[config.mk]
export PLATFORM = sky130hd
export DESIGN_NAME = wb_shared_bus
export DESIGN_NICKNAME = d
export VERILOG_FILES = /design/src/rtl/wb_shared_bus.sv
export SDC_FILE = /design/constraint.sdc
export NUM_CORES = 1
export LEC_CHECK = 0
export BUFFER_PORTS_ARGS = -buffer_cell sky130_fd_sc_hd__buf_2
export CAP_MARGIN = 20
export CORE_AREA = 2 2 167 169
export CTS_CLUSTER_SIZE = 14
export DETAILED_ROUTE_END_ITERATION = 8
export DIE_AREA = 0 0 169 171
export PLACE_DENSITY = 0.49
export SYNTH_ARGS = -nofsm -noshare
export SYNTH_HDL_FRONTEND = slang
export SYNTH_SLANG_ARGS = --single-unit
[constraint.sdc]
create_clock -name clk -period 3.3 [get_ports clk]
set_clock_uncertainty 0.05 [all_clocks]
set_input_delay 0.165 -clock clk [delete_from_list [all_inputs] [get_ports clk]]
set_output_delay 0.165 -clock clk [all_outputs]
set_load 0.02 [all_outputs]
[src/rtl/wb_shared_bus.sv]
// Purpose: Wishbone B4 classic shared bus, N masters to N slaves, round-robin arbitration, base/mask decode, bus-error generation.
// Latency: grant one cycle after a request is seen in IDLE; slave ack/err/data reach the master combinationally.
// Backpressure: slaves stall by withholding ack; a stall longer than TIMEOUT_CYCLES, or an unmapped address, is ended with an error.
//
// Ports:
//   clk, resetn                       clock, asynchronous active-low reset
//   m_cyc_i/m_stb_i/m_we_i            per-master cycle, strobe, write enable
//   m_adr_i/m_dat_i/m_sel_i           per-master address, write data, byte selects (flat)
//   m_ack_o/m_err_o, m_dat_o          per-master ack/err, broadcast read data
//   s_cyc_o/s_stb_o                   per-slave cycle/strobe (selected slave only)
//   s_we_o/s_adr_o/s_dat_o/s_sel_o    broadcast from the bus owner
//   s_ack_i/s_err_i/s_dat_i           per-slave responses
//   grant_o                           one-hot owner, 0 when idle
//   bus_err_o, err_cause_o, err_adr_o interconnect error pulse and last-error record
module wb_shared_bus #(
   parameter int                     N_MASTERS      = 2,
   parameter int                     N_SLAVES       = 4,
   parameter logic [N_SLAVES*32-1:0] SLAVE_BASE     = {32'h0000_9200, 32'h0000_9100, 32'h0000_9000, 32'h0000_0000},
   parameter logic [N_SLAVES*32-1:0] SLAVE_MASK     = {32'hFFFF_FF00, 32'hFFFF_FF00, 32'hFFFF_FF00, 32'hFFFF_8000},
   parameter int                     TIMEOUT_CYCLES = 255
) (
   input  logic                   clk,
   input  logic                   resetn,
   input  logic [N_MASTERS-1:0]    m_cyc_i,
   input  logic [N_MASTERS-1:0]    m_stb_i,
   input  logic [N_MASTERS-1:0]    m_we_i,
   input  logic [N_MASTERS*32-1:0] m_adr_i,
   input  logic [N_MASTERS*32-1:0] m_dat_i,
   input  logic [N_MASTERS*4-1:0]  m_sel_i,
   output logic [N_MASTERS-1:0]    m_ack_o,
   output logic [N_MASTERS-1:0]    m_err_o,
   output logic [31:0]             m_dat_o,
   output logic [N_SLAVES-1:0]     s_cyc_o,
   output logic [N_SLAVES-1:0]     s_stb_o,
   output logic                    s_we_o,
   output logic [31:0]             s_adr_o,
   output logic [31:0]             s_dat_o,
   output logic [3:0]              s_sel_o,
   input  logic [N_SLAVES-1:0]     s_ack_i,
   input  logic [N_SLAVES-1:0]     s_err_i,
   input  logic [N_SLAVES*32-1:0]  s_dat_i,
   output logic [N_MASTERS-1:0]    grant_o,
   output logic                    bus_err_o,
   output logic [1:0]              err_cause_o,
   output logic [31:0]             err_adr_o
);

   localparam int MW = (N_MASTERS > 1) ? $clog2(N_MASTERS) : 1;
   localparam int SW = (N_SLAVES > 1) ? $clog2(N_SLAVES) : 1;
   localparam logic [15:0] TMO_LAST = 16'(TIMEOUT_CYCLES - 1);

   typedef enum logic {IDLE, BUSY} state_t;

   state_t         state, state_nxt;
   logic [MW-1:0]  owner, owner_nxt;
   logic [MW-1:0]  last, last_nxt;
   logic           err_r;
   logic [15:0]    tmo_cnt;

   logic           busy;
   logic           o_cyc, o_stb, o_we;
   logic [31:0]    o_adr, o_dat;
   logic [3:0]     o_sel;
   logic           hit;
   logic [SW-1:0]  hit_idx;
   logic           sl_ack, sl_err;
   logic [31:0]    sl_dat;
   logic           o_req, miss_fire, tmo_inc, tmo_fire;

   assign busy  = (state == BUSY);
   assign o_cyc = m_cyc_i[owner];
   assign o_stb = m_stb_i[owner];
   assign o_we  = m_we_i[owner];
   assign o_adr = m_adr_i[owner*32 +: 32];
   assign o_dat = m_dat_i[owner*32 +: 32];
   assign o_sel = m_sel_i[owner*4 +: 4];

   // Scan from the top down so the lowest matching index is the one left standing.
   always_comb begin
      hit     = 1'b0;
      hit_idx = '0;
      for (int i = N_SLAVES - 1; i >= 0; i--) begin
         if ((o_adr & SLAVE_MASK[32*i +: 32]) == SLAVE_BASE[32*i +: 32]) begin
            hit     = 1'b1;
            hit_idx = SW'(i);
         end
      end
   end

   assign sl_ack = s_ack_i[hit_idx];
   assign sl_err = s_err_i[hit_idx];
   assign sl_dat = s_dat_i[hit_idx*32 +: 32];

   assign o_req     = busy & o_cyc & o_stb;
   assign miss_fire = o_req & ~hit & ~err_r;
   // The wait counter is frozen during the error pulse: the slave strobe is
   // gated off then, so the slave has no chance to answer.
   assign tmo_inc   = o_req & hit & ~sl_ack & ~sl_err & ~err_r;
   assign tmo_fire  = (TIMEOUT_CYCLES != 0) && tmo_inc && (tmo_cnt == TMO_LAST);

   always_comb begin
      state_nxt = state;
      owner_nxt = owner;
      last_nxt  = last;
      case (state)
         IDLE: begin
            // Round robin: first requester strictly after the previous owner.
            for (int k = N_MASTERS; k >= 1; k--) begin
               if (m_cyc_i[(int'(last) + k) % N_MASTERS]) begin
                  owner_nxt = MW'((int'(last) + k) % N_MASTERS);
                  last_nxt  = MW'((int'(last) + k) % N_MASTERS);
                  state_nxt = BUSY;
               end
            end
         end
         BUSY: begin
            if (!o_cyc) begin
               state_nxt = IDLE;
            end
         end
         default: state_nxt = IDLE;
      endcase
   end

   always_ff @(posedge clk or negedge resetn) begin
      if (!resetn) begin
         state       <= IDLE;
         owner       <= '0;
         last        <= MW'(N_MASTERS - 1);
         err_r       <= 1'b0;
         err_cause_o <= 2'b00;
         err_adr_o   <= '0;
         tmo_cnt     <= '0;
      end else begin
         state <= state_nxt;
         owner <= owner_nxt;
         last  <= last_nxt;
         err_r <= miss_fire | tmo_fire;
         if (miss_fire) begin
            err_cause_o <= 2'b01;
            err_adr_o   <= o_adr;
         end else if (tmo_fire) begin
            err_cause_o <= 2'b10;
            err_adr_o   <= o_adr;
         end
         if (tmo_inc && !tmo_fire) begin
            tmo_cnt <= tmo_cnt + 16'd1;
         end else begin
            tmo_cnt <= '0;
         end
      end
   end

   always_comb begin
      grant_o = '0;
      m_ack_o = '0;
      m_err_o = '0;
      m_dat_o = '0;
      s_cyc_o = '0;
      s_stb_o = '0;
      s_we_o  = 1'b0;
      s_adr_o = '0;
      s_dat_o = '0;
      s_sel_o = '0;
      if (busy) begin
         grant_o[owner] = 1'b1;
         s_we_o         = o_we;
         s_adr_o        = o_adr;
         s_dat_o        = o_dat;
         s_sel_o        = o_sel;
         if (hit) begin
            s_cyc_o[hit_idx] = o_cyc;
            s_stb_o[hit_idx] = o_stb & ~err_r;
            m_ack_o[owner]   = sl_ack;
            m_dat_o          = sl_dat;
         end
         m_err_o[owner] = (hit & sl_err) | err_r;
      end
   end

   assign bus_err_o = err_r;

endmodule

## Word level (Yosys, flattened, before mapping)

Index checks and enable logic that the tools add are counted.

- Bits in registers: 54
- Input bits: 280
- Output and inout bits: 150
- Word-level logic and storage cells: 109

- $add $sub $neg: 3
- $lt $le $gt $ge: 6
- Equal/unequal tests: 4
- Shift-type cells: 4
- Muxes and demuxes: 53
- Bitwise logic cells: 23
- Reductions and logical operators: 9

Operator list:

| cell | number |
|---|---|
| $mux W32 | 6 |
| $shiftx A128 B8 Y32 | 1 |
| $shiftx A64 B7 Y32 | 2 |
| $eq A24 B8 Y1 const B | 3 |
| $logic_not A32 Y1 | 1 |
| $mux W1 | 26 |
| $mux W2 | 10 |
| $mux W4 | 5 |
| $add A16 B1 Y16 const B | 1 |
| $eq A16 B8 Y1 const B | 1 |
| $mux W16 | 1 |
| $and A1 B1 Y1 | 10 |
| $lt A2 B3 Y1 const B | 3 |
| $and A4 B4 Y4 | 2 |
| $shiftx A8 B4 Y4 | 1 |
| $not A1 Y1 | 5 |
| $and A2 B2 Y2 | 2 |
| $bmux W1 S2 | 2 |
| $logic_and A1 B1 Y1 | 4 |
| $reduce_bool A2 Y1 | 2 |
| $add A1 B1 Y1 const B | 2 |
| $and A1 B1 Y1 const A | 2 |
| $demux W1 S2 | 1 |
| $ge A2 B1 Y1 const B | 1 |
| 7 further kinds | 8 |

## Longest topological paths before layout

- Depth after elaboration: 16
- Mapped depth: 10
- Gate-level depth less buffers: 8

## Worst setup path after synthesis

Ideal clock, no wire load.

- Path type: reg-to-output
- From: register owner
- To: output port s_cyc_o[3]
- Data arrival time: 2.564 ns
- Required time: 3.085 ns
- Setup slack: 0.521 ns
- Stages on the path, launching flop included: 10
- Path buffers: 2
- Path through: dfrtp_1 buf_4 or4_1 o22ai_2 o21a_1 nand2b_1 nor3_2 buf_2 inv_1 nor3_1

- Cells in the longest elaborated chain, start to end: 13
- Elaborated cells between the ends (all ways): 23
- Those cells by class: order compare (2); eq/ne (3); shift (1); mux (14); bitwise (1); reduce/logical (2)

RTL lines:

| item | RTL line | text |
|---|---|---|
| start, declared | 55 | `logic [MW-1:0] owner, owner_nxt;` |
| start signal, assigned | 136 | `owner <= owner_nxt;` |
| $shiftx A64 B7 Y32 | 74 | `assign o_adr = m_adr_i[owner*32 +: 32];` |
| $eq A24 B8 Y1 | 83 | `if ((o_adr & SLAVE_MASK[32*i +: 32]) == SLAVE_BASE[32*i +: 32]) begin` |
| $mux W2 (4 in series) | 83 |  |
| $lt A2 B3 Y1 (implied by the code) / $ge A2 B1 Y1 (equally long branches) | 172 | `s_cyc_o[hit_idx] = o_cyc;` |
| $logic_and A1 B1 Y1 (implied by the code) | 172 |  |
| $mux W1 (implied by the code) | 172 |  |
| $demux W1 S2 | 172 |  |
| $and A4 B4 Y4 (no line) | n/a |  |
| $mux W4 * | 171 | `if (hit) begin` |
| $mux W4 * | 165 | `if (busy) begin` |
| end, declared | 33 | `output logic [N_SLAVES-1:0] s_cyc_o,` |

Mark *: on every way between the ends. The rest lies on a longest branch, timed or not. The select of a mux whose other input is x is not followed.

## Final worst setup path

- From: register owner
- To: output port m_dat_o[3]

- Cells in the longest elaborated chain, start to end: 9
- Elaborated cells between the ends (all ways): 16
- Those cells by class: eq/ne (3); shift (2); mux (10); reduce/logical (1)

RTL lines:

| item | RTL line | text |
|---|---|---|
| $shiftx A64 B7 Y32 * | 74 |  |
| $eq A24 B8 Y1 | 83 |  |
| $mux W2 (4 in series) | 83 |  |
| $shiftx A128 B8 Y32 | 92 | `assign sl_dat = s_dat_i[hit_idx*32 +: 32];` |
| $mux W32 * | 171 |  |
| $mux W32 * | 165 |  |
| end, declared | 32 | `output logic [31:0] m_dat_o,` |

Mark *: on every way between the ends. The rest lies on a longest branch, timed or not.

==> flow_summary.ini <==
[run_status]
status = finished clean

[setup_path]
path_max_fanout = 32
slowest_delay_ns = 0.58
end_kind = output pin
critical_path.cell_chain = or4_1 > o22ai_2 > o21a_4 > nand2b_2 > nor2_2 > buf_12 > a22oi_1 > a21oi_1 > buf_2
critical_path_class = register to output pin
crit_slowest_cell = dfrtp_4
cpLargestDelayFamily = simple AND/OR/NAND/NOR gates
r2r-start = owner$_DFFE_PN0P_
startpoint_type = register
arrival_ns = 2.99
cp.required_ns = 3.08
crit_start = owner$_DFFE_PN0P_
path_buf_inv = 2

[timing]
tightest_slew_ns = 0.6848
timing.final.crit_share_pct = 97.13
setup_violations = 0
fmax_mhz = 312.0
maxSlewViolCount = 0
slew-limit-headroom_pct = 53.99
fin_crit_ns = 3.205
finalHoldViolCount = 0

[floorplan]
dieArea_um2 = 28900
floorplan.initialDensity_pct = 17.90
dieHeight_um = 171
core_area_um2 = 27320
io_pins = 430
row_count = 61
fp.dieW_um = 169

[cts]
cts_buffers = 5
clkSinkCount = 54
cts_root_buf = clkbuf_16
cts_tree = done
clk_pin_slew_worst_paths_ns = 0.07
clockBufferDepth = 2
insertion_delay_ns = 0.30
h-tree-depth = 2

[global_route]
grt_max_degree = 65
overflow = 0
grt_usage_pct = 15.87
grt_antenna_before_repair = 8
grt_pass1_vias = 5733
grt_pass1_wl_um = 34900

[synthesis]
async_reset_ff_share_pct = 100.0
yosys_warnings = 0
mappedNetlistArea_um2 = 4892
synthCells = 594
synthFlopType = dfrtp_1
post_synth_and_or_nand_nor_area_fraction_pct = 26.37
synth_edf_count = 0
synth_top_family_by_area = simple AND/OR/NAND/NOR gates
synth_nets = 876
synthAdderAreaFrac_pct = 0.5115
ys_ff_latch = 54
synth.distinct_cells = 47
synth_compound_area_share_pct = 23.43
ys_seq_area_share_pct = 27.65
synth.area.mux_share_pct = 15.04
syn_avg_cell_area_um2 = 8.236
synth_xor_area_share_pct = 2.506

[pwr]
combPwrFrac_pct = 60.6
switching_share_pct = 45.96
p_sw_mw = 1.991
fin_total_pwr_mw = 4.332
peakVddDrop_v = 0.0003216
p_leak_nw = 4.011
seqPwrFrac_pct = 24.8
powerDensity_nw_per_um2 = 554.1
internal-power_mw = 2.341
p_clk_share_pct = 14.5

[drt]
antenna_left = 0
drtPass1Iterations = 5
wl_per_cell_um = 18.67
wl_um = 25480
via_per_inst = 4.572
drt_iter0_drc = 258
drc = 0
route.vias.total = 6241

[place]
port_buffers = 429
place_inst = 1349
dp_hpwl_um = 20760
globalplace.congestion = 0.7957

[final_layout]
stdcell_count = 1365
nets = 1298
drive_above_1_share_pct = 48.03
area_growth_pct = 59.80

[worst_hold_path]
min_path_type = input pin to register
hold_start = m_cyc_i[1]

[run]
maxCapViolations = 0
[cell usage in the layout (no fill, tap or decap), types with 2 or more instances in the layout]
cell       Yosys  routed
a2bb2oi_1     17      17
nand3_1       38      38
nand4_1        5       5
mux2i_1       71      71
clkbuf_16      0       5
nor3_2         3       2
nor2_2         0       2
a22oi_1       64      64
xnor2_1        2       2
buf_12         0       5
and2_1         7       7
xor2_1        12      12
buf_2         17     429
o22ai_2        2       2
nor3_1        11      11
nor2_1        47      45
ha_1           2       2
diode_2        0       3
a21o_1        19      19
o21ai_0        3       3
or3_1         16      16
buf_4          1      27
dfrtp_1       53      51
a21oi_1       55      55
nand2b_1       4       3
o21a_1         4       2
nor2b_1       70      70
nand2_1       13      13
inv_1          2       2
and4_1         3       3
nor4_1         6       4
[cells in the mapped netlist, drive strengths merged (2+ instances only)]
library cell	instances	share of area [%]
nor4	6	0.77
nand3	38	3.9
a22oi	64	9.8
ha	2	0.51
nand2b	4	0.51
nor2b	70	9.0
and2	7	0.90
xnor2	2	0.36
o21a	4	0.61
nand2	13	1.0
o21ai	4	0.41
buf	23	2.4
nor3	14	1.7
o22ai	2	0.51
xor2	12	2.1
dfrtp	53	27
nor2	47	3.6
nor4b	2	0.49
nand4	5	0.64
a2bb2oi	17	3.0
or3	16	2.0
a21oi	55	5.6
clkbuf	25	1.9
a21o	19	2.9
and4	3	0.54
mux2i	72	15
inv	2	0.15
[power by group through the flow]
stage               logic, mW  registers (mW)  clock network [mW]
floorplan                1.44            1.26                   0
global placement         2.59            1.08                   0
detailed placement       2.61            1.09                   0
CTS                      2.61            1.09               0.668
global route             2.83            1.11               0.681
finish                   2.63            1.08               0.630
[metrics by stage]
stage / util [%] / TNS (ns) / instance area (um2) / hold slack (ns) / setup WS [ns]
2_1_floorplan: - / 0 / 4892 / -0.1806 / 0.5205
3_3_place_gp: 27.61 / 0 / 7545 / 0.3392 / 0.1564
3_5_place_dp: 27.61 / 0 / 7545 / 0.3481 / 0.1010
4_1_cts: 28.29 / 0 / 7731 / 0.01642 / 0.03442
5_1_grt: 28.59 / -0.1257 / 7812 / 0.1175 / -0.03655
6_report: 28.61 / 0 / 7818 / 0.08872 / 0.09458
[tightest hold or removal path, cell delays in order]
cell and delay (ns):
buf_2 0.11, nor2_1 0.08, a21oi_1 0.04
[cell families (layout without fill, tap and decap cells)]
group / count (synthesis) / in the layout
and+or+nand+nor: 233 / 233
buffers and inverters: 50 / 472
other: 0 / 3
xor gates and xnor gates: 14 / 14
AOI/OAI and AO/OA: 168 / 168
muxes: 73 / 73
DFF: 54 / 54
adders and majority gates: 2 / 2
[timing repair]
item                       CTS  global route
buffers inserted             0             4
setup endpoints to repair   36            26
hold endpoints to repair     0             9
gates resized for setup      5             3
hold buffers                 0             1
gates cloned                 0             0
[flip-flops by register name, summed over array words and instances, names as in the netlist]
register,count
err_cause_o,2
tmo_cnt,16
last,1
owner,1
busy,1
bus_err_o,1
err_adr_o,32
[metal layers]
layer	global-route usage (%)	wire length (um)	vias to the layer above
met4	3.307	480	4
met1	19.77	10520	2893
met3	3.493	1852	31
met2	28.14	12600	282
met5	0	26	-
li1	-	-	3031
[final cells by class]
class / instances / area (um2)
Tap cell: 346 / 432.9
Clock buffer: 6 / 138.9
Inverter: 2 / 7.507
Fill cell: 3035 / 19510
Timing Repair Buffer: 463 / 2471
Clock inverter: 1 / 30.03
Multi-Input combinational cell: 490 / 3372
Antenna cell: 3 / 7.507
Sequential cell: 54 / 1358
[path summary, 6_finish.rpt]
check / depth (start not counted) / slack [ns] / end
worst min-delay path: 3 / 0.09 / busy$_DFF_PN0_
worst max-delay path: 9 / 0.09 / m_dat_o[3]
worst min register to register: 2 / 0.45 / last$_DFFE_PN1P_
min in group asynchronous: 2 / 0.23 / err_adr_o[13]$_DFFE_PN0P_
max in group asynchronous: 4 / 2.19 / err_adr_o[20]$_DFFE_PN0P_
worst max register to register: 7 / 0.36 / tmo_cnt[15]$_DFF_PN0_
No activity file was read; power rests on OpenSTA's default activity.
